[src/rtl/instr_encoder.sv]
// instr_encoder: packs field-level RV32I requests into 32-bit words, buffers them in a
// FIFO and streams them out with word addresses. Optional feature macro: ENCODER_RANGE_CHECK_EN.
module instr_encoder #(
  parameter int DEPTH = 4,
  parameter int ADDR_WIDTH = 32,
  parameter logic [ADDR_WIDTH-1:0] BASE_ADDR = '0
) (
  input  logic                    clk,
  input  logic                    rst_n,
  input  logic                    start,
  input  logic                    in_valid,
  output logic                    in_ready,
  input  logic [2:0]              fmt,
  input  logic [6:0]              opcode,
  input  logic [2:0]              funct3,
  input  logic                    funct75,
  input  logic [4:0]              rd,
  input  logic [4:0]              rs1,
  input  logic [4:0]              rs2,
  input  logic [31:0]             imm,
  output logic                    out_valid,
  input  logic                    out_ready,
  output logic [31:0]             out_instr,
  output logic [ADDR_WIDTH-1:0]   out_addr,
  output logic [$clog2(DEPTH):0]  count,
  output logic                    err
);

  localparam int PW = $clog2(DEPTH);
  localparam logic [PW:0] FULL = (PW+1)'(DEPTH);

  logic [31:0]           mem_q [DEPTH];
  logic [PW-1:0]         wrPtr_q, wrPtr_d, rdPtr_q, rdPtr_d;
  logic [PW:0]           count_q, count_d;
  logic [ADDR_WIDTH-1:0] addr_q, addr_d;
  logic                  err_q, err_d;
  logic [31:0]           word;
  logic                  fmtOk, immBad, accept, push, pop;

  always_comb begin
    word = '0;
    fmtOk = 1'b1;
    word[6:0] = opcode;
    case (fmt)
      3'b000: begin
        word[11:7]  = rd;
        word[14:12] = funct3;
        word[19:15] = rs1;
        word[31:20] = imm[11:0];
        // srli/srai share funct3; bit 30 selects arithmetic shift
        if (opcode == 7'b0010011 && funct3 == 3'b101) word[30] = funct75;
      end
      3'b001: begin
        word[11:7]  = imm[4:0];
        word[14:12] = funct3;
        word[19:15] = rs1;
        word[24:20] = rs2;
        word[31:25] = imm[11:5];
      end
      3'b010: begin
        word[7]     = imm[11];
        word[11:8]  = imm[4:1];
        word[14:12] = funct3;
        word[19:15] = rs1;
        word[24:20] = rs2;
        word[30:25] = imm[10:5];
        word[31]    = imm[12];
      end
      3'b011: begin
        word[11:7]  = rd;
        word[19:12] = imm[19:12];
        word[20]    = imm[11];
        word[30:21] = imm[10:1];
        word[31]    = imm[20];
      end
      3'b100: begin
        word[11:7]  = rd;
        word[31:12] = imm[31:12];
      end
      3'b101: begin
        word[11:7]  = rd;
        word[14:12] = funct3;
        word[19:15] = rs1;
        word[24:20] = rs2;
        word[30]    = funct75;
      end
      default: begin
        word  = '0;
        fmtOk = 1'b0;
      end
    endcase
  end

`ifdef ENCODER_RANGE_CHECK_EN
  always_comb begin
    immBad = 1'b0;
    case (fmt)
      3'b000, 3'b001: immBad = ($signed(imm) < -32'sd2048) || ($signed(imm) > 32'sd2047);
      3'b010:         immBad = ($signed(imm) < -32'sd4096) || ($signed(imm) > 32'sd4094) || imm[0];
      3'b011:         immBad = ($signed(imm) < -32'sd1048576) || ($signed(imm) > 32'sd1048574) || imm[0];
      3'b100:         immBad = |imm[11:0];
      default:        immBad = 1'b0;
    endcase
  end
`else
  assign immBad = 1'b0;
`endif

  assign in_ready  = (count_q != FULL);
  assign out_valid = (count_q != '0);
  assign accept    = in_valid && in_ready;
  assign push      = accept && fmtOk;
  assign pop       = out_valid && out_ready;

  always_comb begin
    wrPtr_d = push ? wrPtr_q + 1'b1 : wrPtr_q;
    rdPtr_d = pop ? rdPtr_q + 1'b1 : rdPtr_q;
    addr_d  = pop ? addr_q + ADDR_WIDTH'(4) : addr_q;
    count_d = count_q;
    if (push && !pop) count_d = count_q + 1'b1;
    else if (!push && pop) count_d = count_q - 1'b1;
    err_d = err_q || (accept && (!fmtOk || immBad));
  end

  // start shares the reset path so it overrides both handshakes in its cycle
  always_ff @(posedge clk) begin
    if (!rst_n || start) begin
      wrPtr_q <= '0;
      rdPtr_q <= '0;
      count_q <= '0;
      addr_q  <= BASE_ADDR;
      err_q   <= 1'b0;
    end else begin
      wrPtr_q <= wrPtr_d;
      rdPtr_q <= rdPtr_d;
      count_q <= count_d;
      addr_q  <= addr_d;
      err_q   <= err_d;
    end
  end

  always_ff @(posedge clk) begin
    if (rst_n && !start && push) mem_q[wrPtr_q] <= word;
  end

  assign out_instr = out_valid ? mem_q[rdPtr_q] : 32'h0;
  assign out_addr  = addr_q;
  assign count     = count_q;
  assign err       = err_q;

endmodule

[config.mk]
export PLATFORM = sky130hd
export DESIGN_NAME = instr_encoder
export DESIGN_NICKNAME = d
export VERILOG_FILES = /design/src/rtl/instr_encoder.sv
export SDC_FILE = /design/constraint.sdc
export NUM_CORES = 1
export LEC_CHECK = 0
export CORE_ASPECT_RATIO = 0.6
export CORE_MARGIN = 4
export CORE_UTILIZATION = 35
export DETAILED_ROUTE_END_ITERATION = 10
export PLACE_DENSITY_LB_ADDON = 0.3
export SLEW_MARGIN = 10
export SYNTH_ARGS = -nofsm -noshare
export SYNTH_HDL_FRONTEND = slang
export SYNTH_SLANG_ARGS = --single-unit
[constraint.sdc]
create_clock -name clk -period 5.3 [get_ports clk]
set_input_delay 0.795 -clock clk [delete_from_list [all_inputs] [get_ports clk]]
set_output_delay 0.795 -clock clk [all_outputs]
set_load 0.01 [all_outputs]
=== After elaboration in Yosys (flattened, before gate mapping) ===
Memories as Yosys holds them, arrays and structs flattened. A register that Yosys moved wholly into a read port is not among the register bits.
Cells that the tools add are included.
Widths: inputs -> output; s select.

* Register bits: 40
* Latch bits: 0
* Memory bits (writable): 128
* ROM bits: 0
* Input port bits: 66
* Output and inout port bits: 70
* Logic and storage cells: 56
* Memories: 1

{| class="wikitable"
|+ Memories
! memory !! depth !! bits a word !! read ports !! clocked after memory_dff !! wr ports !! RTL line !! source
|-
| mem_q || 4 || 32 || 1 || 1 || 1 || 32 || <nowiki>logic [31:0] mem_q [DEPTH];</nowiki>
|}

* Add/subtract/negate cells: 5
* Multiply operators: 0
* Div/mod/pow operators: 0
* $lt $le $gt $ge: 0
* Eq/ne operators: 8
* Shifts and indexed selects: 0
* Mux-type cells: 14
* Bitwise operators: 0
* Reduce and logical (&&, ||, !) cells: 23

{| class="wikitable"
|+ Operators by type and width
! cell !! number
|-
| $pmux 18 s6 || 1
|-
| $add 32x3->32 const B || 1
|-
| $mux 32 || 1
|-
| $pmux 5 s2 || 1
|-
| $eq 3x3->1 const B || 3
|-
| $logic_and 1x1->1 || 9
|-
| $pmux 1 s4 || 2
|-
| $eq 7x5->1 const B || 1
|-
| $mux 7 || 1
|-
| $eq 3x2->1 const B || 2
|-
| $mux 3 || 2
|-
| $reduce_or 6->1 || 1
|-
| $logic_not 1->1 || 5
|-
| $add 2x1->2 const B || 2
|-
| $mux 1 || 4
|-
| $mux 2 || 2
|-
| $reduce_or 4->1 || 1
|-
| $add 3x1->3 const B || 1
|-
| $eq 3x1->1 const B || 1
|-
| $logic_not 3->1 || 1
|-
| $ne 3x3->1 const B || 1
|-
| $reduce_bool 3->1 || 1
|-
| $reduce_or 3->1 || 1
|-
| $sub 3x1->3 const B || 1
|-
| 3 further kinds || 4
|}

=== Depth between registers and ports, before layout ===
Gate-level depths: netlist of run 1.

* Word-level depth: 8
* Mapped depth: 10
* Gate-level depth less buffers: 8

=== Worst setup path after synthesis of run 1 ===
Ideal clock, no wire load.

* Kind: in2reg
* From: input fmt[1]
* To: memory mem_q[0][0] (enable)
* Setup time: 392 ps
* Arrival time: 2,337 ps
* Required time: 4,908 ps
* Slack: 2,571 ps
* Cell stages on the path: 5
* Path buffers: 2
* Path through: clkbuf_1 > nand2_1 > and3_1 > clkbuf_1 > and3_1

* Cells in the longest elaborated chain, start to end: 7
* Elaborated cells between the ends (all ways): 12
* Classes of those cells: 5 x eq/ne; 3 x mux; 4 x reduce/logical

{| class="wikitable"
|+ RTL lines
! element !! RTL line !! source
|-
| from (decl) || 13 || <nowiki>input logic [2:0] fmt,</nowiki>
|-
| $eq 3x3->1 (tied with other cells) || 44 || <nowiki>case (fmt)</nowiki>
|-
| $reduce_or 6->1 (no line) * || n/a ||
|-
| $mux 1 * || 44 ||
|-
| $logic_and 1x1->1 * || 112 || <nowiki>assign push = accept && fmtOk;</nowiki>
|-
| net push || 38 || <nowiki>logic fmtOk, immBad, accept, push, pop;</nowiki>
|-
| $logic_and 1x1->1 * || 143 || <nowiki>if (rst_n && !start && push) mem_q[wrPtr_q] <= word;</nowiki>
|-
| $mux 1 * || 143 ||
|-
| $mux 1 (implied by the code) * || 143 ||
|-
| to (decl) || 32 ||
|}

Mark *: on every way through the listed nets, which the timed path passes. The rest lies on a longest branch.

==> metrics.txt, run 1 <==
status finished, final reports clean; Initial Util 35.8%; # rows 41; CP required 4.51 ns; crit share post-route 69.2%; Routed Antenna Nets 0; total wire length 19,300 um; Final Slew Violations 0; Yosys cell types 48; synthesis warning total 0; leading area contributor after synthesis edfxtp_1; die width 198 um; most common cell after layout, fill and taps aside clkdlybuf4s50_1; minimum clock period 3.67 ns; die area 24,100 um^2; max layer used met4; largest net degree at the start of global routing 47; TritonCTS clock tree done; Resized cells post-CTS 0; Final Power 3.16 mW; nets 759; asr flop ratio synth 0%; # H-tree levels 4; register area share after synthesis 61.3%; CTS max path bufs 2; first-pass GRT wire length 29,600 um; Area Overhead vs Synth 29.3%; DP HPWL 13,200 um; Finish-stage setup viols 0; via count 5,153; DR iter-0 viols 375; FF-to-FF path depth 4; Worst Setup Path Type flip-flop to output pin; highest clock rate 273 MHz; WL/cell 19.7 um; fin util 46.3%; Buf/Inv on CP 2; Worst-Skew Late Latency 0.42 ns; fraction of layout cells with a size suffix above 1 12.0%; Synth Register Bits 168; met2 wire length 9000 um; Post-CTS Repair Setup Buffers 0; Residual DRC 0; clock root buffer master clkbuf_16; Crit-path slowest cell dfxtp_2; Max VDD drop 0.235 mV; I/O pin count 136; Worst path max stage delay 0.76 ns; antenna violations before repair 0; total CTS buffers 17; synthesized instance count 564; Main synth FF type edfxtp_1; Met1 Wirelength 8930 um; type of the worst min-delay path flip-flop to flip-flop; setup_tns 0 ns; # diodes 0; Clock transition at path regs 0.07 ns; Worst setup endpoint out_instr[12]; Top Family by Delay on Critical Path buffers and inverters; RSZ-0062 raised after global routing false; Hold Path Depth 2; crit end category output pin; most frequent cells in the layout 132 x clkdlybuf4s50_1, 128 x edfxtp_1, 41 x and2_1, 39 x a21oi_1, 38 x dfxtp_1; Synth Cell Area 7570 um^2; total iterations of the first detailed-routing run 5; GR Util All Layers 16.1%; met3 WL 1200 um; FF-to-FF Start count[0]; vias in the first global route 5,148; Final Hold Violating Endpoints 0; routability cong. 0.816; core area 21,100 um^2; largest cells by area after synthesis edfxtp_1 51%, dfxtp_1 11%, mux4_2 9.5%, and2_1 3.4%, a21oi_1 2.6%; Overflow after GRT 0; reg2reg end out_addr[28]; hold buffers post-CTS 0; number of port buffers 133; WP depth 4; crit-path cells buf_4 > mux4_2 > and2_1 > clkdlybuf4s50_1; crit path max fanout 17; worst path arrival time 2.87 ns; Post-synth EDFFs 128; PwrDens 323 nW/um^2; DR vias/cell 5.27; Avg Cell Area, Syn 13.4 um^2; Max-cap violations 0; measured slew at the worst slew-check pin 0.998 ns; leakage 3.15 nW; worst-case clock skew 0.0103 ns; R2R setup slack 2.40 ns; HP Start out_addr[31]; clock sink count 168; share of the synthesized area in the top cell type 50.8%; Fillers 1,861; Rel. slew slack 33.2%; CP Launch Type flip-flop; die height 122 um
-- worst register-to-register path: cells and delay by family, from the launching register on --
family             cells  cell delay, ns
AOI/OAI and AO/OA      1            0.18
and+or+nand+nor        3            2.19
DFF                    1            0.47
-- stage by stage --
stage / instance area, um^2 / instances / setup WS, ns / hold WS (ns)
after global routing: 9790 / 978 / 1.42 / 0.540
after floorplan: 7570 / 565 / 2.57 / 0.485
final: 9790 / 978 / 1.63 / 0.503
after detailed placement: 9150 / 946 / 1.82 / 0.488
after CTS: 9790 / 978 / 1.52 / 0.509
after global placement: 9150 / 946 / 1.91 / 0.456
-- how the worst min path moves through the flow --
| stage | to | slack [ns] |
|---|---|---|
| 2_1_floorplan | flip-flop | 0.48 |
| 3_5_place_dp | out_addr[31] | 0.49 |
| 4_1_cts | out_addr[31] | 0.51 |
| 3_3_place_gp | out_addr[31] | 0.46 |
| 6_report | out_addr[31] | 0.50 |
| 5_1_grt | out_addr[31] | 0.54 |
-- state kept, by name (all words and copies together), names as in the netlist, named ones only --
| name | flops |
|---|---|
| err | 1 |
| out_addr | 30 |
| wrPtr_q | 2 |
| mem_q | 128 |
| rdPtr_q | 2 |
| count | 3 |
-- layer usage --
metal  vias to the layer above  global-route usage (%)
met1                      2544                    22.9
li1                       2425                       -
met3                        12                    4.67
met4                         0                    3.53
met5                         -                       0
met2                       172                    24.6
-- layout make-up --
cell class                 instances  area [um^2]  share of cell area (%)
inverter                          17         66.3                   0.678
multi-input combinational        343         2720                    27.8
clock buffer                      17          425                    4.35
sequential                       168         4650                    47.5
clock inverter                    15          211                    2.16
tap                              279          349                    3.57
timing repair buffer             139         1370                    14.0
-- logic make-up after synthesis --
kind of cell	count (synthesis)	synth area share [%]
buffers and inverters	54	2.89
XOR/XNOR	14	1.62
adder cells (fa/ha/maj)	7	1.26
other	1	0.0495
AND/OR/NAND/NOR	167	12.7
multiplexers	45	11.3
AO/OA/AOI/OAI	108	8.84
flip-flops	168	61.3
-- synthesized netlist by cell type (all sizes together) (9+ instances only) --
library cell,n
o21ai,17
nand4,10
clkbuf,27
and2,41
inv,17
mux2i,11
dfxtp,40
a22oi,13
or4,12
xnor2,9
o22ai,13
nand2,20
nor2b,12
and3,10
edfxtp,128
nor2,24
o31ai,11
mux4,32
nand3,15
a21oi,39
buf,10
-- report_power, final --
| group | leakage, nW | internal [mW] | switching, mW |
|---|---|---|---|
| clock | 0.304 | 0.801 | 0.542 |
| sequential | 1.49 | 1.44 | 0.0125 |
| combinational | 1.36 | 0.186 | 0.178 |
| total | 3.15 | 2.43 | 0.732 |
(Power assumes the default switching activity.)
==> inputs of run 2 (changes only) <==
==> constraint.sdc (replaced) <==
create_clock -name clk -period 3.3 [get_ports clk]
set_input_delay 0.495 -clock clk [delete_from_list [all_inputs] [get_ports clk]]
set_output_delay 0.495 -clock clk [all_outputs]
set_load 0.01 [all_outputs]
==> run 2 against run 1 <==
Against the previous run: flip-flop and latch count is the same; sequential share of layout area down 0.43 points; count of clock-buffer cells in the layout unchanged; final cell count grew 1.0%; cell area up 0.91%; clock skew rose by 0.0048 ns; global-route usage is 0.27 points higher; register-to-register slack worse by 1.5 ns; critical endpoint is now out_instr[21]; largest power group unchanged; highest routed layer unchanged.
==> metrics.txt, run 2 (synthesized netlist as in run 1, its figures left out) <==
status finished, final reports clean; core area 21,100 um^2 (unchanged); die area 24,100 um^2 (unchanged); worst-case clock skew 0.0151 ns (+0.00476 ns); leakage 3.19 nW (+1.2%); Final Power 4.94 mW (+57%); Routed Antenna Nets 0 (unchanged); die height 122 um (unchanged); DR vias/cell 5.30 (+0.54%); CTS max path bufs 2 (unchanged); largest net degree at the start of global routing 38 (-19%); highest clock rate 347 MHz; RSZ-0062 raised after global routing false; WL/cell 19.6 um (-0.46%); # rows 41 (unchanged); fraction of layout cells with a size suffix above 1 13.0% (+0.96 points); Post-CTS Repair Setup Buffers 0 (unchanged); vias in the first global route 5,356 (+4.0%); number of port buffers 133 (unchanged); type of the worst min-delay path flip-flop to flip-flop; routability cong. 0.790 (-3.1%); total wire length 19,400 um (+0.56%); DR iter-0 viols 290 (-23%); # diodes 0 (unchanged); CP required 2.80 ns (-1.71 ns); Max-cap violations 0 (unchanged); minimum clock period 2.89 ns; worst path arrival time 2.39 ns (-0.48 ns); Resized cells post-CTS 0 (unchanged); crit end category output pin; area post-placement 9280 um^2 (+1.4%); Final Hold Violating Endpoints 0 (unchanged); Worst-Skew Late Latency 0.42 ns (about the same); PwrDens 501 nW/um^2 (+55%); die width 198 um (unchanged); Area Overhead vs Synth 30.4%; # H-tree levels 4 (unchanged); I/O pin count 136 (unchanged); hold buffers post-CTS 0 (unchanged); first-pass GRT wire length 30,000 um (+1.3%); Rel. slew slack 49.5% (+16 points); post-route cell area 9880 um^2 (+0.91%); most common cell after layout, fill and taps aside clkdlybuf4s50_1; Initial Util 35.8% (unchanged); Finish-stage setup viols 0 (unchanged); Max VDD drop 0.333 mV (+41%); crit path max fanout 22 (+5); clock sink count 168 (unchanged); total iterations of the first detailed-routing run 5 (unchanged); DP HPWL 13,800 um (+4.1%); via count 5,234 (+1.6%); most frequent cells in the layout 132 x clkdlybuf4s50_1, 128 x edfxtp_1, 41 x and2_1, 39 x a21oi_1, 38 x dfxtp_1; setup_tns 0 ns (unchanged); Overflow after GRT 0 (unchanged); nets 769 (+1.3%); Residual DRC 0 (unchanged); Worst Setup Path Type flip-flop to output pin; TritonCTS clock tree done; total CTS buffers 17 (unchanged); Top reg by flops mem_q; Hold Slack 0.479 ns (-0.0238 ns); antenna violations before repair 0 (unchanged); CP Launch Type flip-flop; clock root buffer master clkbuf_16; measured slew at the worst slew-check pin 0.749 ns (-0.249 ns); max reg flops 128 (unchanged); crit share post-route 87.4%; Final Slew Violations 0 (unchanged); GR Util All Layers 16.3% (+0.27 points); Clock transition at path regs 0.06 ns (about the same)
-- run 2: cell count changes in the layout (fill, tap and decap cells not counted), sizes merged --
cell / before / now
bufinv: 4 / 3
clkinvlp: 3 / 5
buf: 7 / 17
inv: 24 / 20
clkinv: 1 / 4
-- run 2: worst paths after layout --
kind                      from            end  slack, ns  depth (start not counted)
setup / recovery     flip-flop  out_instr[21]       0.41                          4
hold reg to reg   out_addr[31]   out_addr[31]       0.48                          2
hold / removal    out_addr[31]   out_addr[31]       0.48                          2
setup reg to reg      count[0]       count[2]       0.92                          8
-- run 2: final cells by class --
| cell class | instances | area [um^2] |
|---|---|---|
| clock buffer | 17 | 425 |
| clock inverter | 15 | 175 |
| fill | 1870 | 11300 |
| inverter | 17 | 66.3 |
| multi-input combinational | 343 | 2720 |
| sequential | 168 | 4650 |
| tap | 279 | 349 |
| timing repair buffer | 149 | 1500 |
-- run 2: metal layers --
| metal | share of wire, % | track usage (%) |
|---|---|---|
| met5 | 0 | 0 |
| met4 | 0.70 | 3.44 |
| met3 | 7.0 | 5.00 |
| met2 | 48 | 26.1 |
| met1 | 45 | 22.3 |
-- run 2: through the flow --
stage          worst slack, ns  std cells  util [%]
2_1_floorplan            0.871        565         -
3_3_place_gp             0.458        956      43.9
3_5_place_dp             0.391        956      43.9
4_1_cts                  0.347        988      46.7
5_1_grt                  0.292        988      46.7
6_report                 0.414        988      46.7
-- run 2: where the power goes --
group	internal [mW]	total, mW	switching (mW)
Combinational	0.303	0.602	0.299
Sequential	2.31	2.33	0.0143
Clock	1.19	2.01	0.824
Total	3.81	4.94	1.14
-- run 2: worst max-delay path: stages, from the launching register on --
cell and delay, ns:
dfxtp_2 0.71, buf_4 0.29, mux4_2 0.33, and2_1 0.18, clkdlybuf4s50_1 0.48
==> inputs of run 3 (changes only) <==
--- a/config.mk
+++ b/config.mk
@@ -5,12 +5,14 @@
 export SDC_FILE = /design/constraint.sdc
 export NUM_CORES = 1
 export LEC_CHECK = 0
+export CAP_MARGIN = 20
 export CORE_ASPECT_RATIO = 0.6
 export CORE_MARGIN = 4
 export CORE_UTILIZATION = 35
+export CTS_CLUSTER_DIAMETER = 120
 export DETAILED_ROUTE_END_ITERATION = 10
 export PLACE_DENSITY_LB_ADDON = 0.3
-export SLEW_MARGIN = 10
+export SLEW_MARGIN = 20
 export SYNTH_ARGS = -nofsm -noshare
 export SYNTH_HDL_FRONTEND = slang
 export SYNTH_SLANG_ARGS = --single-unit
==> results of run 3 <==
Final layout, timing and power as in run 2 (identical DEF).
